$ cat src/rtl/reorder_buffer.sv
// ----------------------------------------------------------------------------
// reorder_buffer
//
// In-order retirement queue for the out-of-order RV32I core.
//   * Allocates one entry per issued instruction at the tail and reports the
//     index that the next issue will receive.
//   * Captures result broadcasts from the ALU reservation station (rs*) and
//     the load/store buffer (lsb*).
//   * Retires the head entry in program order. REG commits write the register
//     file, STORE commits release the store to memory, BRANCH commits check
//     the prediction and flush on a mispredict, and HALT stops retirement.
//   * Answers two combinational operand queries from the issue unit. A result
//     being broadcast in the same cycle is forwarded.
//
// Parameters
//   ROB_WIDTH  log2 of the entry count (SIZE = 2**ROB_WIDTH)
//   REG_WIDTH  architectural register index width
//
// Ports
//   clockIn, resetIn                  clock, synchronous active-high reset
//   issue*                            allocation request and entry contents
//   issueRobIndex, full               tail index; count >= SIZE-1
//   rsUpdate/rsRobIndex/rsVal         ALU result broadcast
//   lsbUpdate/lsbRobIndex/lsbVal      load value / store-address-ready broadcast
//   query{1,2}Index/Ready/Val         operand lookup with broadcast forwarding
//   commit*                           registered one-cycle retirement pulse
//   flush, flushPc                    registered mispredict pulse and target
//   halt                              sticky once a HALT entry retires
//
// Optional build feature
//   ROB_PERF_CNT_EN  adds perfCommits / perfFlushes, free-running 32-bit counts
//                    of commitValid and flush pulses, cleared by reset.
// ----------------------------------------------------------------------------
module reorder_buffer #(
    parameter int ROB_WIDTH = 4,
    parameter int REG_WIDTH = 5
) (
    input  logic                 clockIn,
    input  logic                 resetIn,
    // issue
    input  logic                 issueValid,
    input  logic [1:0]           issueType,
    input  logic [REG_WIDTH-1:0] issueRd,
    input  logic                 issueReady,
    input  logic [31:0]          issueVal,
    input  logic                 issuePredTaken,
    input  logic [31:0]          issueAltPc,
    output logic [ROB_WIDTH-1:0] issueRobIndex,
    output logic                 full,
    // result broadcasts
    input  logic                 rsUpdate,
    input  logic [ROB_WIDTH-1:0] rsRobIndex,
    input  logic [31:0]          rsVal,
    input  logic                 lsbUpdate,
    input  logic [ROB_WIDTH-1:0] lsbRobIndex,
    input  logic [31:0]          lsbVal,
    // operand queries
    input  logic [ROB_WIDTH-1:0] query1Index,
    input  logic [ROB_WIDTH-1:0] query2Index,
    output logic                 query1Ready,
    output logic                 query2Ready,
    output logic [31:0]          query1Val,
    output logic [31:0]          query2Val,
    // retirement
    output logic                 commitValid,
    output logic [ROB_WIDTH-1:0] commitRobIndex,
    output logic [REG_WIDTH-1:0] commitRd,
    output logic [31:0]          commitVal,
    output logic                 commitWrite,
    output logic                 commitStore,
    output logic                 flush,
    output logic [31:0]          flushPc,
    output logic                 halt
`ifdef ROB_PERF_CNT_EN
    ,
    output logic [31:0]          perfCommits,
    output logic [31:0]          perfFlushes
`endif
);

    localparam int SIZE = 1 << ROB_WIDTH;

    localparam logic [1:0] TYPE_REG    = 2'b00;
    localparam logic [1:0] TYPE_STORE  = 2'b01;
    localparam logic [1:0] TYPE_BRANCH = 2'b10;
    localparam logic [1:0] TYPE_HALT   = 2'b11;

    // count is one bit wider than the pointers so that a completely full
    // buffer (count == SIZE) is distinguishable from an empty one.
    localparam logic [ROB_WIDTH:0] COUNT_MAX = {1'b1, {ROB_WIDTH{1'b0}}};
    localparam logic [ROB_WIDTH:0] FULL_MARK = COUNT_MAX - 1'b1;

    // ------------------------------------------------------------------------
    // Pointer state
    // ------------------------------------------------------------------------
    logic [ROB_WIDTH-1:0] head_q, head_d;
    logic [ROB_WIDTH-1:0] tail_q, tail_d;
    logic [ROB_WIDTH:0]   count_q, count_d;

    // Per-entry contents, gathered from the per-entry registers below
    logic                 entry_valid [SIZE];
    logic                 entry_ready [SIZE];
    logic [1:0]           entry_type  [SIZE];
    logic [REG_WIDTH-1:0] entry_rd    [SIZE];
    logic [31:0]          entry_val   [SIZE];
    logic                 entry_pred  [SIZE];
    logic [31:0]          entry_alt   [SIZE];

    // Output registers
    logic                 commit_valid_q;
    logic [ROB_WIDTH-1:0] commit_idx_q;
    logic [REG_WIDTH-1:0] commit_rd_q;
    logic [31:0]          commit_val_q;
    logic                 commit_write_q;
    logic                 commit_store_q;
    logic                 flush_q;
    logic [31:0]          flush_pc_q;
    logic                 halt_q;

    // ------------------------------------------------------------------------
    // Retirement / allocation decisions
    // ------------------------------------------------------------------------
    logic        issue_accept;
    logic        commit_fire;
    logic        mispredict;
    logic [1:0]  head_type;
    logic [31:0] head_val;

    assign head_type = entry_type[head_q];
    assign head_val  = entry_val[head_q];

    // Allocation is refused only when every slot is occupied; full is an
    // early warning that leaves one slot for an issue unit reacting late.
    assign issue_accept = issueValid && (count_q != COUNT_MAX);

    // Retirement uses the stored ready bit only, so a broadcast takes one
    // edge to land in the entry and a second edge to appear as a commit.
    assign commit_fire = !halt_q && entry_valid[head_q] && entry_ready[head_q];

    // Bit 0 of a branch result is the resolved direction.
    assign mispredict = commit_fire && (head_type == TYPE_BRANCH) &&
                        (head_val[0] != entry_pred[head_q]);

    always_comb begin
        head_d  = head_q;
        tail_d  = tail_q;
        count_d = count_q;
        if (mispredict) begin
            head_d  = '0;
            tail_d  = '0;
            count_d = '0;
        end else begin
            if (commit_fire) begin
                head_d = head_q + 1'b1;
            end
            if (issue_accept) begin
                tail_d = tail_q + 1'b1;
            end
            case ({issue_accept, commit_fire})
                2'b10:   count_d = count_q + 1'b1;
                2'b01:   count_d = count_q - 1'b1;
                default: count_d = count_q;
            endcase
        end
    end

    always_ff @(posedge clockIn) begin
        if (resetIn) begin
            head_q  <= '0;
            tail_q  <= '0;
            count_q <= '0;
        end else begin
            head_q  <= head_d;
            tail_q  <= tail_d;
            count_q <= count_d;
        end
    end

    assign issueRobIndex = tail_q;
    assign full          = (count_q >= FULL_MARK);

    // ------------------------------------------------------------------------
    // Entry storage: each slot decodes its own issue / update / retire hits.
    // valid and ready need a bulk clear on flush, so they live in flops.
    // ------------------------------------------------------------------------
    genvar gi;
    generate
        for (gi = 0; gi < SIZE; gi++) begin : g_entry
            localparam logic [ROB_WIDTH-1:0] ENTRY_IDX = ROB_WIDTH'(gi);

            logic                 valid_q;
            logic                 ready_q;
            logic [1:0]           type_q;
            logic [REG_WIDTH-1:0] rd_q;
            logic [31:0]          val_q;
            logic                 pred_q;
            logic [31:0]          alt_q;

            logic issue_hit;
            logic rs_hit;
            logic lsb_hit;
            logic retire_hit;

            assign issue_hit  = issue_accept && (tail_q == ENTRY_IDX);
            assign rs_hit     = rsUpdate  && valid_q && (rsRobIndex  == ENTRY_IDX);
            assign lsb_hit    = lsbUpdate && valid_q && (lsbRobIndex == ENTRY_IDX);
            assign retire_hit = commit_fire && (head_q == ENTRY_IDX);

            always_ff @(posedge clockIn) begin
                if (resetIn || mispredict) begin
                    valid_q <= 1'b0;
                    ready_q <= 1'b0;
                end else begin
                    if (issue_hit) begin
                        valid_q <= 1'b1;
                        ready_q <= issueReady;
                    end else if (rs_hit || lsb_hit) begin
                        ready_q <= 1'b1;
                    end
                    // The retiring slot is released even if a broadcast
                    // also targets it this cycle.
                    if (retire_hit) begin
                        valid_q <= 1'b0;
                    end
                end
            end

            // Payload needs no reset: it is only observed while valid_q is set.
            always_ff @(posedge clockIn) begin
                if (!resetIn && !mispredict) begin
                    if (issue_hit) begin
                        type_q <= issueType;
                        rd_q   <= issueRd;
                        val_q  <= issueVal;
                        pred_q <= issuePredTaken;
                        alt_q  <= issueAltPc;
                    end else if (rs_hit) begin
                        // rs takes precedence when both broadcasts hit this slot
                        val_q <= rsVal;
                    end else if (lsb_hit && (type_q != TYPE_STORE)) begin
                        // A store only needs its ready bit; the lsb value is
                        // meaningless for it.
                        val_q <= lsbVal;
                    end
                end
            end

            assign entry_valid[gi] = valid_q;
            assign entry_ready[gi] = ready_q;
            assign entry_type[gi]  = type_q;
            assign entry_rd[gi]    = rd_q;
            assign entry_val[gi]   = val_q;
            assign entry_pred[gi]  = pred_q;
            assign entry_alt[gi]   = alt_q;
        end
    endgenerate

    // ------------------------------------------------------------------------
    // Operand queries: forward same-cycle broadcasts (rs before lsb), else
    // return the stored state. Unallocated entries never report ready.
    // ------------------------------------------------------------------------
    logic [ROB_WIDTH-1:0] query_idx   [2];
    logic                 query_ready [2];
    logic [31:0]          query_val   [2];

    assign query_idx[0] = query1Index;
    assign query_idx[1] = query2Index;

    generate
        for (gi = 0; gi < 2; gi++) begin : g_query
            logic        rdy;
            logic [31:0] val;

            always_comb begin
                rdy = 1'b0;
                val = entry_val[query_idx[gi]];
                if (entry_valid[query_idx[gi]]) begin
                    if (rsUpdate && (rsRobIndex == query_idx[gi])) begin
                        rdy = 1'b1;
                        val = rsVal;
                    end else if (lsbUpdate && (lsbRobIndex == query_idx[gi])) begin
                        rdy = 1'b1;
                        val = lsbVal;
                    end else begin
                        rdy = entry_ready[query_idx[gi]];
                    end
                end
            end

            assign query_ready[gi] = rdy;
            assign query_val[gi]   = val;
        end
    endgenerate

    assign query1Ready = query_ready[0];
    assign query2Ready = query_ready[1];
    assign query1Val   = query_val[0];
    assign query2Val   = query_val[1];

    // ------------------------------------------------------------------------
    // Registered retirement outputs. Pulses last one cycle; the data fields
    // hold their last value between commits.
    // ------------------------------------------------------------------------
    always_ff @(posedge clockIn) begin
        if (resetIn) begin
            commit_valid_q <= 1'b0;
            commit_idx_q   <= '0;
            commit_rd_q    <= '0;
            commit_val_q   <= '0;
            commit_write_q <= 1'b0;
            commit_store_q <= 1'b0;
            flush_q        <= 1'b0;
            flush_pc_q     <= '0;
            halt_q         <= 1'b0;
        end else begin
            commit_valid_q <= commit_fire;
            commit_write_q <= commit_fire && (head_type == TYPE_REG);
            commit_store_q <= commit_fire && (head_type == TYPE_STORE);
            flush_q        <= mispredict;
            if (commit_fire) begin
                commit_idx_q <= head_q;
                commit_rd_q  <= entry_rd[head_q];
                commit_val_q <= head_val;
            end
            if (mispredict) begin
                flush_pc_q <= entry_alt[head_q];
            end
            if (commit_fire && (head_type == TYPE_HALT)) begin
                halt_q <= 1'b1;
            end
        end
    end

    assign commitValid    = commit_valid_q;
    assign commitRobIndex = commit_idx_q;
    assign commitRd       = commit_rd_q;
    assign commitVal      = commit_val_q;
    assign commitWrite    = commit_write_q;
    assign commitStore    = commit_store_q;
    assign flush          = flush_q;
    assign flushPc        = flush_pc_q;
    assign halt           = halt_q;

`ifdef ROB_PERF_CNT_EN
    logic [31:0] perf_commits_q, perf_commits_d;
    logic [31:0] perf_flushes_q, perf_flushes_d;

    // Counted from the registered pulses so the counts track what consumers saw.
    assign perf_commits_d = perf_commits_q + {31'd0, commit_valid_q};
    assign perf_flushes_d = perf_flushes_q + {31'd0, flush_q};

    always_ff @(posedge clockIn) begin
        if (resetIn) begin
            perf_commits_q <= '0;
            perf_flushes_q <= '0;
        end else begin
            perf_commits_q <= perf_commits_d;
            perf_flushes_q <= perf_flushes_d;
        end
    end

    assign perfCommits = perf_commits_q;
    assign perfFlushes = perf_flushes_q;
`endif

endmodule
$ cat config.mk
export PLATFORM = sky130hd
export DESIGN_NAME = reorder_buffer
export DESIGN_NICKNAME = d
export VERILOG_FILES = /design/src/rtl/reorder_buffer.sv
export SDC_FILE = /design/constraint.sdc
export NUM_CORES = 2
export LEC_CHECK = 0
export ABC_AREA = 0
export CAP_MARGIN = 20
export CORE_MARGIN = 1
export CORE_UTILIZATION = 58
export DETAILED_ROUTE_END_ITERATION = 16
export DONT_BUFFER_PORTS = 1
export PLACE_DENSITY = 0.79
export SYNTH_ARGS = -nofsm -noshare
export SYNTH_HDL_FRONTEND = slang
export SYNTH_SLANG_ARGS = --single-unit
$ cat constraint.sdc
create_clock -name clockIn -period 4.2 [get_ports clockIn]
set_input_delay 0.84 -clock clockIn [delete_from_list [all_inputs] [get_ports clockIn]]
set_output_delay 0.84 -clock clockIn [all_outputs]
set_load 0.01 [all_outputs]
**After elaboration in Yosys (flattened, before gate mapping)**

Cells that the tools add are included.

- Bits in registers: 1275
- Latch bits: 0
- RAM bits: 0
- Memory bits (read-only): 0
- Bits of input ports: 158
- Memories: 0

- $add $sub $neg: 4
- $mul: 0
- Divide/modulo/power cells: 0
- $lt $le $gt $ge: 4
- Equal/unequal tests: 87
- Shift-type cells: 0
- Multiplexer cells: 132
- Bitwise gates (word level): 3
- Reduce and logical (&&, ||, !) cells: 232

Operators by type and width:

| cell | count |
|---|---|
| 2-to-1 mux 32 bit | 62 |
| binary-select mux 32 bit (select 4 bit) | 4 |
| equality test 4 bit (second input constant) | 32 |
| logical AND 1 bit | 125 |
| equality test 4 x 3 -> 1 bit (second input constant) | 16 |
| AND reduction 2 bit | 32 |
| 2-to-1 mux 1 bit | 52 |
| nonzero test 3 bit | 16 |
| nonzero test 2 bit | 17 |
| OR reduction 2 bit | 17 |
| equality test 4 x 2 -> 1 bit (second input constant) | 8 |
| != test 2 x 1 -> 1 bit (second input constant) | 16 |
| binary-select mux 1 bit (select 4 bit) | 7 |
| binary-select mux 5 bit (select 4 bit) | 1 |
| logical OR 1 bit | 17 |
| equality test 4 x 1 -> 1 bit (second input constant) | 4 |
| equality test 4 bit | 4 |
| logical NOT 4 bit | 4 |
| >= comparator 5 bit (second input constant) | 3 |
| inverter 4 -> 5 bit | 3 |
| 2-to-1 mux 5 bit | 2 |
| case mux 5 bit (2 select lines) | 1 |
| adder 4 x 1 -> 4 bit (second input constant) | 2 |
| binary-select mux 2 bit (select 4 bit) | 1 |
| other kinds (10) | 16 |

**Longest topological paths before layout**

- Depth after elaboration: 11
- Depth in mapped cells: 19
- Depth with buffers taken out: 14

**Worst setup path before layout**

OpenSTA, ideal clock, no wires.

- Path kind: flip-flop to flip-flop
- Start: register head_q[0]
- End: register g_entry[10].alt_q[0] (enable)
- Setup time: 0.438 ns
- Data arrival time: 3.902 ns
- Data required time: 3.762 ns
- Path slack: -0.140 ns
- Cell stages (with the launch flop): 10
- Path buffers: 3
- Period minus slack after synthesis: 4.340 ns
- Cell sequence: dfxtp_1 > buf_6 > mux4_2 > a22oi_1 > nand2_1 > xor2_1 > a31o_2 > buf_6 > buf_6 > nor2_1

- Word-level cells in the longest chain between the ends: 11
- Elaborated cells on any way between the ends: 25

RTL lines:

| element | line | text |
|---|---|---|
| start, declared | 96 | `logic [ROB_WIDTH-1:0] head_q, head_d;` |
| start signal, assigned | 169 | `head_q <= '0;` |
| start signal, assigned | 173 | `head_q <= head_d;` |
| inverter 4 -> 5 bit (not written as such) * | -- |  |
| binary-select mux 1 bit (select 4 bit) | 138 | `assign commit_fire = !halt_q && entry_valid[head_q] && entry_ready[head_q];` |
| 2-to-1 mux 1 bit (not written as such) (2 in a row) | 138 |  |
| logical AND 1 bit (2 in a row) | 138 |  |
| logical AND 1 bit | 141 | `assign mispredict = commit_fire && (head_type == TYPE_BRANCH) &&` |
| logical AND 1 bit * | 141 |  |
| logical NOT 1 bit * | 230 | `if (!resetIn && !mispredict) begin` |
| logical AND 1 bit * | 230 |  |
| AND reduction 2 bit (no line) * | -- |  |
| end signal, assigned | 236 | `alt_q <= issueAltPc;` |
| end, declared | 197 | `logic [31:0] alt_q;` |

Every way passes the cells marked *; elsewhere a longest branch is shown, timed or not. The select of a mux whose other input is x is not followed.
A chain may end at the register's enable or synchronous reset.

**Worst setup path after layout**

- Start: register g_entry[5].valid_q
- End: output port query1Val[0]

- Word-level cells in the longest chain between the ends: 4

RTL lines:

| element | line | text |
|---|---|---|
| start, declared | 191 | `logic valid_q;` |
| start signal, assigned | 211 | `valid_q <= 1'b0;` |
| start signal, assigned | 215 | `valid_q <= 1'b1;` |
| start signal, assigned | 223 | `valid_q <= 1'b0;` |
| binary-select mux 1 bit (select 4 bit) | 277 | `if (entry_valid[query_idx[gi]]) begin` |
| 2-to-1 mux 1 bit (not written as such) (2 in a row) | 277 |  |
| 2-to-1 mux 32 bit | 277 |  |
| end, declared | 62 | `output logic [31:0] query1Val,` |

Every way passes these cells. The select of a mux whose other input is x is not followed.

==> out/metrics.csv <==
stage;metric;value;unit
outcome;status;finished, final reports clean;
floorplan;die_h;349;um
clock_tree;clockBufferDepth;3;
clock_tree;clkLatencyLatePin;0.81;ns
critical_path;crit-reg2reg-launch;head_q[0]$_SDFFE_PP0P_;
global_routing;use_met1;47.9;%
power_and_ir_drop;p_total;0.0287;W
clock_tree;numCtsBuffers;137;
power_and_ir_drop;power.density;375;nW/um2
sta;finalCritPeriodShare;98.6;%
global_routing;grt_pass1_wl;333000;um
place;portBuffers;0;
route;ant_nets;0;
critical_path;startpoint;g_entry[5].valid_q$_SDFFE_PP0P_;
floorplan;num_io_pins;307;
synthesis;ys_top_cells_by_area;edfxtp_1, mux4_2, mux2i_1, a21oi_1, dfxtp_1;
clock_tree;cts.hold.buffers_added;0;
sta;grt_setup_unrepaired;false;
route;first_pass_iters;6;
power_and_ir_drop;power.leakage;24.1;nW
floorplan;std_cell_rows;126;
clock_tree;htree_levels;4;
clock_tree;cts_root_buffer;clkbuf_16;
sta;hold_viol;0;
min_path;hold_class;in2reg;
synthesis;netlist_area;69700;um2
floorplan;initial_core_util;58.8;%
layout;finalNetCount;4796;
layout;utilization;64.5;%
sta;fmax;241;MHz
sta;slew_headroom;24.4;%
layout;area_growth;9.73;%
synthesis;synth_top_cell_area_share;49.6;%
synthesis;yosys-top-cells-count;edfxtp_1, mux4_2, a21oi_1;
route;post_drt_wl_per_cell;36.9;um
synthesis;ys_types;61;
synthesis;yosys.area.top_type;edfxtp_1;
critical_path;critPathLaunchType;flip-flop;
synthesis;post-synth-top-count-cell;edfxtp_1;
synthesis;synth_nets;5057;
synthesis;yosysSeqAreaShare;53.1;%
place;dp_hpwl;132000;um
synthesis;netlist_instances;4888;
global_routing;use_met2;58.5;%
clock_tree;clk_pin_slew;0.06;ns
global_routing;track_usage;38.4;%
route;drtIter0Drc;7237;
synthesis;synthArstFlopShare;0;%
global_routing;gr-usage-met3;13.1;%
floorplan;core;119000;um2
route;vias_per_cell;7.55;
layout;drive_gt1_share;25.8;%
synthesis;synth-edff-count;1152;
clock_tree;clock-sinks;1275;
critical_path;path_max_fanout;15;
floorplan;dieWidth;349;um
route;drc;0;
sta;fin_tns_setup;0;ns
power_and_ir_drop;ir_drop;0.417;mV
global_routing;busiest_layer;met2;
critical_path;critPathArrivalTime;3.30;ns
clock_tree;cts_tree;yes;
critical_path;path_class;reg2out;
floorplan;dieArea;122000;um2
synthesis;yosysWarnings;0;
sta;fin_crit;4.14;ns
flow_run;drv_cap;0;
global_routing;grt_max_degree;139;
place;gp_congestion;1.05;
synthesis;synth-seq-cells;1275;
route;totalWireLength;234000;um
sta;setup_violations;0;
global_routing;grt_pass1_vias;47500;
critical_path;endpoint_kind;output pin;
synthesis;synth.avg_cell_area;14.3;um2
synthesis;ys.flop_type;edfxtp_1;
critical_path;cp_data_required_time;3.36;ns
sta;fin_skew;0.0778;ns
route;vias;47900;
min_path;hold_start;resetIn;
sta;worst_pin_slew;1.13;ns
critical_path;rrSetupSlack;0.46;ns
global_routing;grt.overflow.total;0;
global_routing;antenna_found_initial;3;
sta;finalMaxSlewViolations;0;
## flip-flops by register name (all words and copies together) (netlist names), 16 cells and up
signal           count
commitVal           32
g_entry.ready_q     16
g_entry.val_q      512
flushPc             32
g_entry.pred_q      16
g_entry.alt_q      512
g_entry.rd_q        80
g_entry.valid_q     16
g_entry.type_q      32
## logic make-up (layout without fill, tap and decap cells)
family / Yosys count / after routing / synth area share, %
AOI/OAI and AO/OA: 848 / 848 / 7.22
buffers and inverters: 649 / 500 / 3.74
DFF: 1275 / 1275 / 53.1
and+or+nand+nor: 852 / 853 / 5.21
other: 0 / 3 / 0
xor gates and xnor gates: 27 / 27 / 0.366
adders and majority gates: 11 / 11 / 0.197
muxes: 1226 / 1226 / 30.1
## worst paths after layout
kind	to	depth (start not counted)
worst max-delay path	query1Val[0]	6
worst min-delay path	flushPc[18]$_SDFFE_PP0P_	1
worst max register to register	g_entry[4].alt_q[20]$_DFFE_PP_	8
worst min register to register	commitVal[13]$_SDFFE_PP0P_	2
## power by group
part           switching (W)  total (W)  internal [W]
Sequential          0.000106     0.0141        0.0140
Combinational        0.00114    0.00232       0.00118
Clock                0.00544     0.0123       0.00683
## critical path, cell delays in order, from the launching register on
cell	delay, ns
dfxtp_1	0.55
mux4_2	0.32
mux2i_1	0.15
mux2i_4	0.35
and2_4	0.56
a2bb2oi_1	0.35
buf_4	0.24
## metrics by stage
| step | cells | setup slack [ns] | area (um2) | hold slack, ns |
|---|---|---|---|---|
| after floorplan | 4888 | -0.140 | 69700 | 0.478 |
| after global placement | 6087 | 0.285 | 72000 | 0.487 |
| after detailed placement | 6087 | 0.267 | 72000 | 0.488 |
| after CTS | 6339 | 0.0870 | 76500 | 0.0762 |
| after global routing | 6340 | 0.0227 | 76500 | 0.0961 |
| final | 6343 | 0.0585 | 76500 | 0.108 |
## placed cells by master (no fill, tap or decap), types with 9 or more instances in the layout
cell and instances:
a211oi_1 13, a21oi_1 607, a21oi_4 13, a22oi_1 9, a2bb2oi_1 61, and3_1 26, and3_4 12, buf_12 36
buf_4 182, clkbuf_1 26, clkbuf_16 140, clkinv_1 23, clkinv_2 29, dfxtp_1 119, edfxtp_1 1152, ha_1 11
inv_1 28, mux2i_1 523, mux4_2 697, nand2_1 110, nand2b_1 12, nand3_4 17, nand4_1 39, nor2_1 560
nor2_4 16, nor2b_1 13, nor3_1 19, o22ai_1 64, o31ai_1 32, xnor2_1 9, xor2_1 16
## what timing repair did
item                       in CTS  in global routing
resized for setup               1                  2
pin swaps                       0                  1
buffers inserted                0                  0
cloned                          0                  1
setup endpoints to repair      27                  5
## cell type report
class | instances | area (um2)
timing repair buffer | 219 | 2100
antenna | 3 | 7.51
tap | 1600 | 2000
fill | 8138 | 42000
multi-input combinational | 2965 | 30700
inverter | 29 | 111
sequential | 1275 | 37100
clock buffer | 173 | 3700
clock inverter | 79 | 805
## layer usage
layer  up-vias  part of all wire (%)  wire, um
met5         -                0.0081        19
met4         4                   6.6     15500
met3       978                    15     35500
met2      4291                    46    107000
met1     23800                    32     75800
li1      18800                     -         -
(Power assumes the default switching activity.)
